File: src/rtl/rf_subleq_pkg.sv
// Shared types and constants for the SUBLEQ sequencer: FSM states,
// instruction field layout and the halt address.
package rf_subleq_pkg;

    typedef enum logic [2:0] {
        ST_IDLE  = 3'd0,
        ST_FETCH = 3'd1,
        ST_READ  = 3'd2,
        ST_EXEC  = 3'd3,
        ST_HALT  = 3'd4,
        ST_HOST  = 3'd5
    } state_e;

    // Instruction word: {c[17:10], b[9:5], a[4:0]}
    localparam int INSN_W = 18;
    localparam int REG_AW = 5;
    localparam int C_W    = 8;
    localparam int A_LSB  = 0;
    localparam int B_LSB  = 5;
    localparam int C_LSB  = 10;

    // Reaching this address stops the core.
    function automatic logic [31:0] halt_addr(input int pc_w);
        return (pc_w >= 32) ? 32'hFFFF_FFFF : ((32'd1 << pc_w) - 32'd1);
    endfunction

endpackage

File: src/rtl/rf_subleq_ctrl.sv
// SUBLEQ sequencer driving a sibling 32x32 register file: fetch, read, subtract,
// write back and branch, plus a host port served while the core is idle or halted.
module rf_subleq_ctrl
    import rf_subleq_pkg::*;
#(
    parameter int PC_W   = 8,
    parameter int DATA_W = 32
) (
    input  logic              clk,
    input  logic              rst,
    input  logic              start,
    output logic              busy,
    output logic              halted,
    output logic [PC_W-1:0]   pc,
    output logic [15:0]       insn_count,
    output logic              imem_req,
    output logic [PC_W-1:0]   imem_addr,
    input  logic              imem_ack,
    input  logic [INSN_W-1:0] imem_data,
    input  logic              host_req,
    input  logic              host_we,
    input  logic [REG_AW-1:0] host_addr,
    input  logic [DATA_W-1:0] host_wdata,
    output logic              host_ack,
    output logic [DATA_W-1:0] host_rdata,
    output logic [REG_AW-1:0] rf_ra_addr,
    output logic [REG_AW-1:0] rf_rb_addr,
    input  logic [DATA_W-1:0] rf_ra_data,
    input  logic [DATA_W-1:0] rf_rb_data,
    output logic [REG_AW-1:0] rf_w_addr,
    output logic [DATA_W-1:0] rf_w_data,
    output logic              rf_w_ena
);

    localparam logic [PC_W-1:0] HALT_PC = PC_W'(halt_addr(PC_W));

    state_e              state_q, state_d;
    state_e              ret_q, ret_d;
    logic [PC_W-1:0]     pc_q, pc_d;
    logic [15:0]         cnt_q, cnt_d;
    logic [REG_AW-1:0]   a_q, a_d;
    logic [REG_AW-1:0]   b_q, b_d;
    logic [C_W-1:0]      c_q, c_d;
    logic                host_we_q, host_we_d;
    logic [REG_AW-1:0]   host_addr_q, host_addr_d;
    logic [DATA_W-1:0]   host_wdata_q, host_wdata_d;

    logic [DATA_W-1:0]   diff;
    logic                leq;
    logic [PC_W-1:0]     seq_pc;
    logic [PC_W-1:0]     next_pc;

    assign diff    = rf_rb_data - rf_ra_data;
    assign leq     = (diff == '0) || diff[DATA_W-1];
    assign seq_pc  = pc_q + PC_W'(1);
    assign next_pc = leq ? PC_W'(c_q) : seq_pc;

    always_comb begin
        // NOTE: every next-state signal takes its held value first, so paths
        // that do not assign it cannot infer a latch.
        state_d      = state_q;
        ret_d        = ret_q;
        pc_d         = pc_q;
        cnt_d        = cnt_q;
        a_d          = a_q;
        b_d          = b_q;
        c_d          = c_q;
        host_we_d    = host_we_q;
        host_addr_d  = host_addr_q;
        host_wdata_d = host_wdata_q;

        case (state_q)
            ST_IDLE, ST_HALT: begin
                if (start) begin
                    state_d = ST_FETCH;
                    pc_d    = '0;
                    cnt_d   = '0;
                end else if (host_req) begin
                    state_d      = ST_HOST;
                    ret_d        = state_q;
                    host_we_d    = host_we;
                    host_addr_d  = host_addr;
                    host_wdata_d = host_wdata;
                end
            end
            ST_FETCH: begin
                if (imem_ack) begin
                    a_d     = imem_data[A_LSB +: REG_AW];
                    b_d     = imem_data[B_LSB +: REG_AW];
                    c_d     = imem_data[C_LSB +: C_W];
                    state_d = ST_READ;
                end
            end
            ST_READ: state_d = ST_EXEC;
            ST_EXEC: begin
                pc_d    = next_pc;
                cnt_d   = (cnt_q == 16'hFFFF) ? cnt_q : cnt_q + 16'd1;
                state_d = (next_pc == HALT_PC) ? ST_HALT : ST_FETCH;
            end
            ST_HOST: state_d = ret_q;
            default: state_d = ST_IDLE;
        endcase
    end

    always_ff @(posedge clk) begin
        // NOTE: state updates are non-blocking so every register samples
        // the values from before this edge, independent of statement order.
        if (rst) begin
            state_q      <= ST_IDLE;
            ret_q        <= ST_IDLE;
            pc_q         <= '0;
            cnt_q        <= '0;
            a_q          <= '0;
            b_q          <= '0;
            c_q          <= '0;
            host_we_q    <= 1'b0;
            host_addr_q  <= '0;
            host_wdata_q <= '0;
        end else begin
            state_q      <= state_d;
            ret_q        <= ret_d;
            pc_q         <= pc_d;
            cnt_q        <= cnt_d;
            a_q          <= a_d;
            b_q          <= b_d;
            c_q          <= c_d;
            host_we_q    <= host_we_d;
            host_addr_q  <= host_addr_d;
            host_wdata_q <= host_wdata_d;
        end
    end

    assign busy       = (state_q == ST_FETCH) || (state_q == ST_READ) || (state_q == ST_EXEC);
    assign halted     = (state_q == ST_HALT);
    assign pc         = pc_q;
    assign insn_count = cnt_q;
    assign imem_addr  = pc_q;
    // Strobes are masked by rst so a reset landing mid-instruction issues nothing.
    assign imem_req   = (state_q == ST_FETCH) && !rst;
    assign host_ack   = (state_q == ST_HOST) && !rst;

    always_comb begin
        rf_ra_addr = '0;
        rf_rb_addr = '0;
        rf_w_addr  = '0;
        rf_w_data  = '0;
        rf_w_ena   = 1'b0;
        host_rdata = '0;

        case (state_q)
            ST_IDLE, ST_HALT: begin
                // Host read address goes out a cycle early to cover the RF read latency.
                if (host_req) rf_ra_addr = host_addr;
            end
            ST_READ: begin
                rf_ra_addr = a_q;
                rf_rb_addr = b_q;
            end
            ST_EXEC: begin
                rf_ra_addr = a_q;
                rf_rb_addr = b_q;
                rf_w_ena   = 1'b1;
                rf_w_addr  = b_q;
                rf_w_data  = diff;
            end
            ST_HOST: begin
                rf_ra_addr = host_addr_q;
                if (host_we_q) begin
                    rf_w_ena  = 1'b1;
                    rf_w_addr = host_addr_q;
                    rf_w_data = host_wdata_q;
                end else begin
                    host_rdata = rf_ra_data;
                end
            end
            default: ;
        endcase

        if (rst) rf_w_ena = 1'b0;
    end

endmodule

File: config.mk
export PLATFORM = sky130hd
export DESIGN_NAME = rf_subleq_ctrl
export DESIGN_NICKNAME = d
export VERILOG_FILES = /design/src/rtl/rf_subleq_pkg.sv /design/src/rtl/rf_subleq_ctrl.sv
export SDC_FILE = /design/constraint.sdc
export NUM_CORES = 1
export LEC_CHECK = 0
export CORE_UTILIZATION = 49
export DETAILED_ROUTE_END_ITERATION = 8
export HOLD_SLACK_MARGIN = 0.08
export PLACE_DENSITY = 0.88
export SETUP_SLACK_MARGIN = 0.5
export SYNTH_ARGS = -nofsm -noshare
export SYNTH_HDL_FRONTEND = slang
export SYNTH_SLANG_ARGS = --single-unit
File: constraint.sdc
create_clock -name clk -period 5.6 [get_ports clk]
set_input_delay 0.84 -clock clk [delete_from_list [all_inputs] [get_ports clk]]
set_output_delay 0.84 -clock clk [all_outputs]
set_load 0.02 [all_outputs]
After elaboration in Yosys (flattened, before gate mapping)
Cells that the tools add are included.
{"block": "op_classes", "n_addsub": 3, "n_mul": 0, "div_mod_pow": 0, "n_lt_le_gt_ge": 0, "eq_ne": 11, "shifts": 0, "n_mux": 23, "bitwise_logic": 1, "reduce_logical": 16}
{"operator": "$mux 32", "n": 3}
{"operator": "$pmux 32 s2", "n": 1}
{"operator": "$logic_not 32->1", "n": 1}
{"operator": "$mux 16", "n": 2}
{"operator": "$pmux 16 s2", "n": 1}
{"operator": "$sub 32x32->32", "n": 1}
{"operator": "$add 16x1->16 const B", "n": 1}
{"operator": "$eq 16x16->1 const B", "n": 1}
{"operator": "$mux 8", "n": 2}
{"operator": "$pmux 8 s2", "n": 1}
{"operator": "$mux 5", "n": 3}
{"operator": "$pmux 3 s5", "n": 1}
{"operator": "$pmux 5 s3", "n": 1}
{"operator": "$mux 3", "n": 4}
{"operator": "$pmux 5 s2", "n": 1}
{"operator": "$add 8x1->8 const B", "n": 1}
{"operator": "$eq 8x8->1 const B", "n": 1}
{"operator": "$eq 3x2->1 const B", "n": 2}
{"operator": "$eq 3x3->1 const B", "n": 2}
{"operator": "$ne 2x2->1 const B", "n": 3}
{"operator": "$reduce_and 2->1", "n": 3}
{"operator": "$reduce_and 3->1", "n": 2}
{"operator": "$reduce_or 2->1", "n": 2}
{"operator": "$eq 3x1->1 const B", "n": 1}
{"operator": "9 further kinds", "n": 13}
{"block": "word_totals", "reg_bits": 86, "latchBits": 0, "ramBits": 0, "mem_bits_ro": 0, "in_bits": 125, "out_inout_bits": 116, "n_memories": 0}

Depth between registers and ports, before layout
{"block": "depth", "depth_word": 7, "ltp_mapped": 16}

Worst setup path before layout
No wires, ideal clock.
{"block": "synth_path", "path_type": "input-to-output", "startpoint": "in rf_ra_data[8]", "endpoint": "out rf_w_data[31]", "arrival_ps": 3408, "required_ps": 4760, "setup_slack_ps": 1352, "stages": 12, "path_cell_list": "inv_1 -> ha_1 -> buf_2 -> a211oi_2 -> o211ai_1 -> a41o_1 -> or4_4 -> a32oi_1 -> nand2b_1 -> a21o_1 -> xnor2_1 -> a22o_1"}
{"block": "synth_via", "elab_chain_cells": 2}
{"element": "from (decl)", "line_no": "rf_subleq_ctrl.sv:28", "rtl": "input logic [DATA_W-1:0] rf_ra_data,"}
{"element": "$sub 32x32->32", "line_no": "rf_subleq_ctrl.sv:53", "rtl": "assign diff = rf_rb_data - rf_ra_data;"}
{"element": "$pmux 32 s2", "line_no": "rf_subleq_ctrl.sv:150", "rtl": "case (state_q)"}
{"element": "to (decl)", "line_no": "rf_subleq_ctrl.sv:31", "rtl": "output logic [DATA_W-1:0] rf_w_data,"}
Every way passes these cells.

Worst setup path in the final report
{"block": "layout_path", "startpoint": "in rf_ra_data[0]", "endpoint": "out rf_w_data[28]"}
The elaborated chain is that of the path after synthesis.

==> results.py <==
metrics = {
    "clocking": {
        "cts-buffers-inserted": 9,
        "cts_tree": "done",
        "clock_sink_count": 86,
        "clock_path_buffers": 2,
        "cts_hold_buf": 0,
        "cts-root-buf": "clkbuf_16",
        "cts_htree_levels": 3,
        "clk_pin_slew_ps": 60,
        "clk_latency_ps": 340,
    },
    "critical_path": {
        "worst-setup-path-type": "input pin to primary output",
        "critPathBufInv": 3,
        "cp-start-kind": "input pin",
        "reg2reg_setup_slack_ps": 2180,
        "r2r_cells": 9,
        "timing.rr.end": "insn_count[13]",
        "cp_cell_sequence": "clkdlybuf4s50_1 > ha_1 > inv_1 > fa_1 > a21o_1 > a221oi_4 > o21ai_1 > o21ai_2 > a211oi_1 > a211oi_1 > o21ai_0 > clkdlybuf4s50_1",
        "endpoint_kind": "primary output",
        "cp_max_fo": 4,
        "timing.rr.start": "state_q[1]",
        "cp.required_ps": 4760,
        "crit_path_top_delay_cell": "clkdlybuf4s50_1",
        "cp_data_arrival_time_ps": 4120,
        "cp_top_family": "compound AO/OA/AOI/OAI gates",
        "slowest_delay_ps": 580,
    },
    "timing": {
        "final-hold-violation-count": 0,
        "tns_ps": 0,
        "worstMarginPinSlew_ps": 1160,
        "holdWs_ps": 454,
        "grt_setup_unrepaired": "false",
        "relSlewSlack_pct": 22.5,
        "fmax_mhz": 202,
        "period_needed_ps": 4960,
        "fin_crit_sh_pct": 88.6,
        "fin_skew_ps": 8.83,
        "setup_violations": 0,
        "finalMaxSlewViolations": 0,
    },
    "logic_synthesis": {
        "ys_types": 65,
        "syn_nets": 1069,
        "syn_avg_cell_area_um2": 6.98,
        "synthCells": 909,
        "ys.warnings.count": 0,
        "ys.flop_type": "dfxtp_1",
        "syn_area_um2": 6350,
        "ys_async_sr_fraction_pct": 0,
        "ys_ff_latch": 86,
        "ys_seq_area_share_pct": 27.1,
        "synth_edf_count": 0,
    },
    "global_routing": {
        "grt_busiest_layer": "met2",
        "antenna_found_initial": 1,
        "grt.total_usage_pct": 30.0,
        "use_met1_pct": 38.5,
        "use_met3_pct": 5.75,
        "grt_pass1_wl_um": 31700,
        "grt_overflow": 0,
        "grt_pass1_vias": 6569,
        "use_met2_pct": 50.3,
        "grt_max_degree": 67,
    },
    "hold_path": {
        "hold_path_end": "host_wdata_q[6]",
        "hp-start": "host_wdata_q[6]",
        "hold_depth": 2,
        "min_path_type": "flop to flop",
    },
    "final_layout": {
        "antenna_cells": 0,
        "final_cell_mix": "233 x clkdlybuf4s50_1, 189 x nand2_1, 100 x a21oi_1",
        "design_area_um2": 9120,
        "syn_to_final_growth_pct": 43.7,
        "regArea_um2": 1720,
        "fill_cells": 1069,
        "utilization_pct": 72.2,
        "drive_gt1_share_pct": 4.23,
        "multiInputGateArea_um2": 4220,
        "final_common_cell": "clkdlybuf4s50_1",
        "nets": 1267,
    },
    "die": {
        "rows": 41,
        "design.core.area_um2": 12600,
        "start_util_pct": 50.3,
        "fp.dieH_um": 116,
        "die_area_um2": 13400,
        "chipWidth_um": 116,
        "io_pins": 241,
    },
    "placed_design": {
        "portBuffers": 240,
        "gp_congestion": 0.915,
        "hpwl_um": 15500,
        "post_dp_cell_area_um2": 8780,
    },
    "detailed_routing": {
        "wl_um": 20500,
        "vias": 7407,
        "dr.pass1.iters": 5,
        "drt_iter0_drc": 701,
        "ant_nets": 0,
        "viasPerCell": 5.77,
        "routedWlPerCell_um": 16.0,
        "drc": 0,
    },
    "status": {
        "status": "complete, no violations",
    },
    "run": {
        "max_cap_viol_count": 0,
    },
    "power": {
        "power_density_nw_per_um2": 243,
        "leakage_nw": 3.44,
        "peakVddDrop_mv": 0.211,
    },
}
layer usage:
layer / part of all wire, % / vias to the layer above
met3: 7.5 / 43
met5: 0 / -
li1: - / 3587
met1: 42 / 3446
met2: 48 / 331
met4: 3.1 / 0
worst max-delay path by stage:
stage	startpoint	end	slack, ps	cells past startpoint
final	rf_ra_data[0]	rf_w_data[28]	640	12
after global routing	rf_ra_data[0]	rf_w_data[28]	500	12
after CTS	rf_ra_data[0]	rf_w_data[30]	520	12
after detailed placement	rf_ra_data[8]	rf_w_data[31]	230	14
after global placement	rf_ra_data[8]	rf_w_data[31]	290	13
after floorplan	rf_ra_data[8]	rf_w_data[31]	1350	12
synthesized netlist by cell type (7+ instances only):
master | instances | area [um^2]
nor3_1 | 41 | 205
a22o_1 | 16 | 140
and2_1 | 13 | 81.3
a21o_1 | 7 | 52.6
xor2_1 | 13 | 114
nand2_1 | 189 | 709
nand3_1 | 19 | 95.1
or3_1 | 8 | 50.1
ha_1 | 34 | 425
o21a_1 | 7 | 52.6
a21oi_1 | 100 | 500
mux2i_1 | 7 | 70.1
o31ai_1 | 7 | 52.6
o21ai_0 | 44 | 220
a32oi_1 | 8 | 70.1
nand2b_1 | 8 | 50.1
a31oi_1 | 7 | 43.8
xnor2_1 | 19 | 166
inv_1 | 47 | 176
nor2_1 | 55 | 206
buf_4 | 8 | 60.1
nand4_1 | 17 | 106
dfxtp_1 | 86 | 1720
clkbuf_1 | 54 | 203
nor2b_1 | 7 | 43.8
what timing repair did:
item | CTS | global route
setup buffers | 0 | 1
resized for setup | 8 | 9
pin swaps | 0 | 1
hold endpoints to repair | 0 | 0
endpoints found under the setup margin | 9 | 9
through the flow:
step,setup slack (ps),instances,total power [mW]
floorplan,1350,909,1.28
global placement,294,1267,1.60
detailed placement,233,1267,1.62
CTS,524,1282,2.22
global route,503,1283,2.34
finish,639,1283,2.22
power by group:
| group | switching (mW) | total [mW] | internal (mW) | leakage [nW] |
|---|---|---|---|---|
| clock | 0.237 | 0.593 | 0.356 | 0.135 |
| sequential | 0.0549 | 0.724 | 0.669 | 0.698 |
| combinational | 0.528 | 0.903 | 0.375 | 2.61 |
| total | 0.820 | 2.22 | 1.40 | 3.44 |
flip-flops by register name, indices dropped and copies added, names as in the netlist:
| name | count |
|---|---|
| c_q | 8 |
| host_wdata_q | 32 |
| ret_q | 3 |
| host_addr_q | 5 |
| b_q | 5 |
| imem_addr | 8 |
| insn_count | 16 |
| a_q | 5 |
| host_we_q | 1 |
| state_q | 3 |
layout make-up:
| cell class | count | area share, % |
|---|---|---|
| flip-flops and latches | 86 | 18.9 |
| inverters | 47 | 1.93 |
| multi-input cells | 711 | 46.3 |
| clock buffers | 12 | 2.70 |
| well taps | 172 | 2.36 |
| clock inverters | 3 | 0.494 |
| repair buffers | 252 | 27.3 |
worst register-to-register path: cells and delay by family, from the launching register on:
kind	cells	cell delay, ps
compound gates	2	380
flops	1	500
buf+inv	1	320
simple gates	6	2140
kinds of logic after synthesis:
group / Yosys count / share of synthesized area (%)
buffers and inverters: 112 / 7.16
XOR/XNOR: 32 / 4.42
adder cells (fa/ha/maj): 35 / 7.02
multiplexers: 10 / 1.70
AO/OA/AOI/OAI: 247 / 24.7
flip-flops: 86 / 27.1
AND/OR/NAND/NOR: 387 / 27.9
Power figures use the tool's default switching activity.
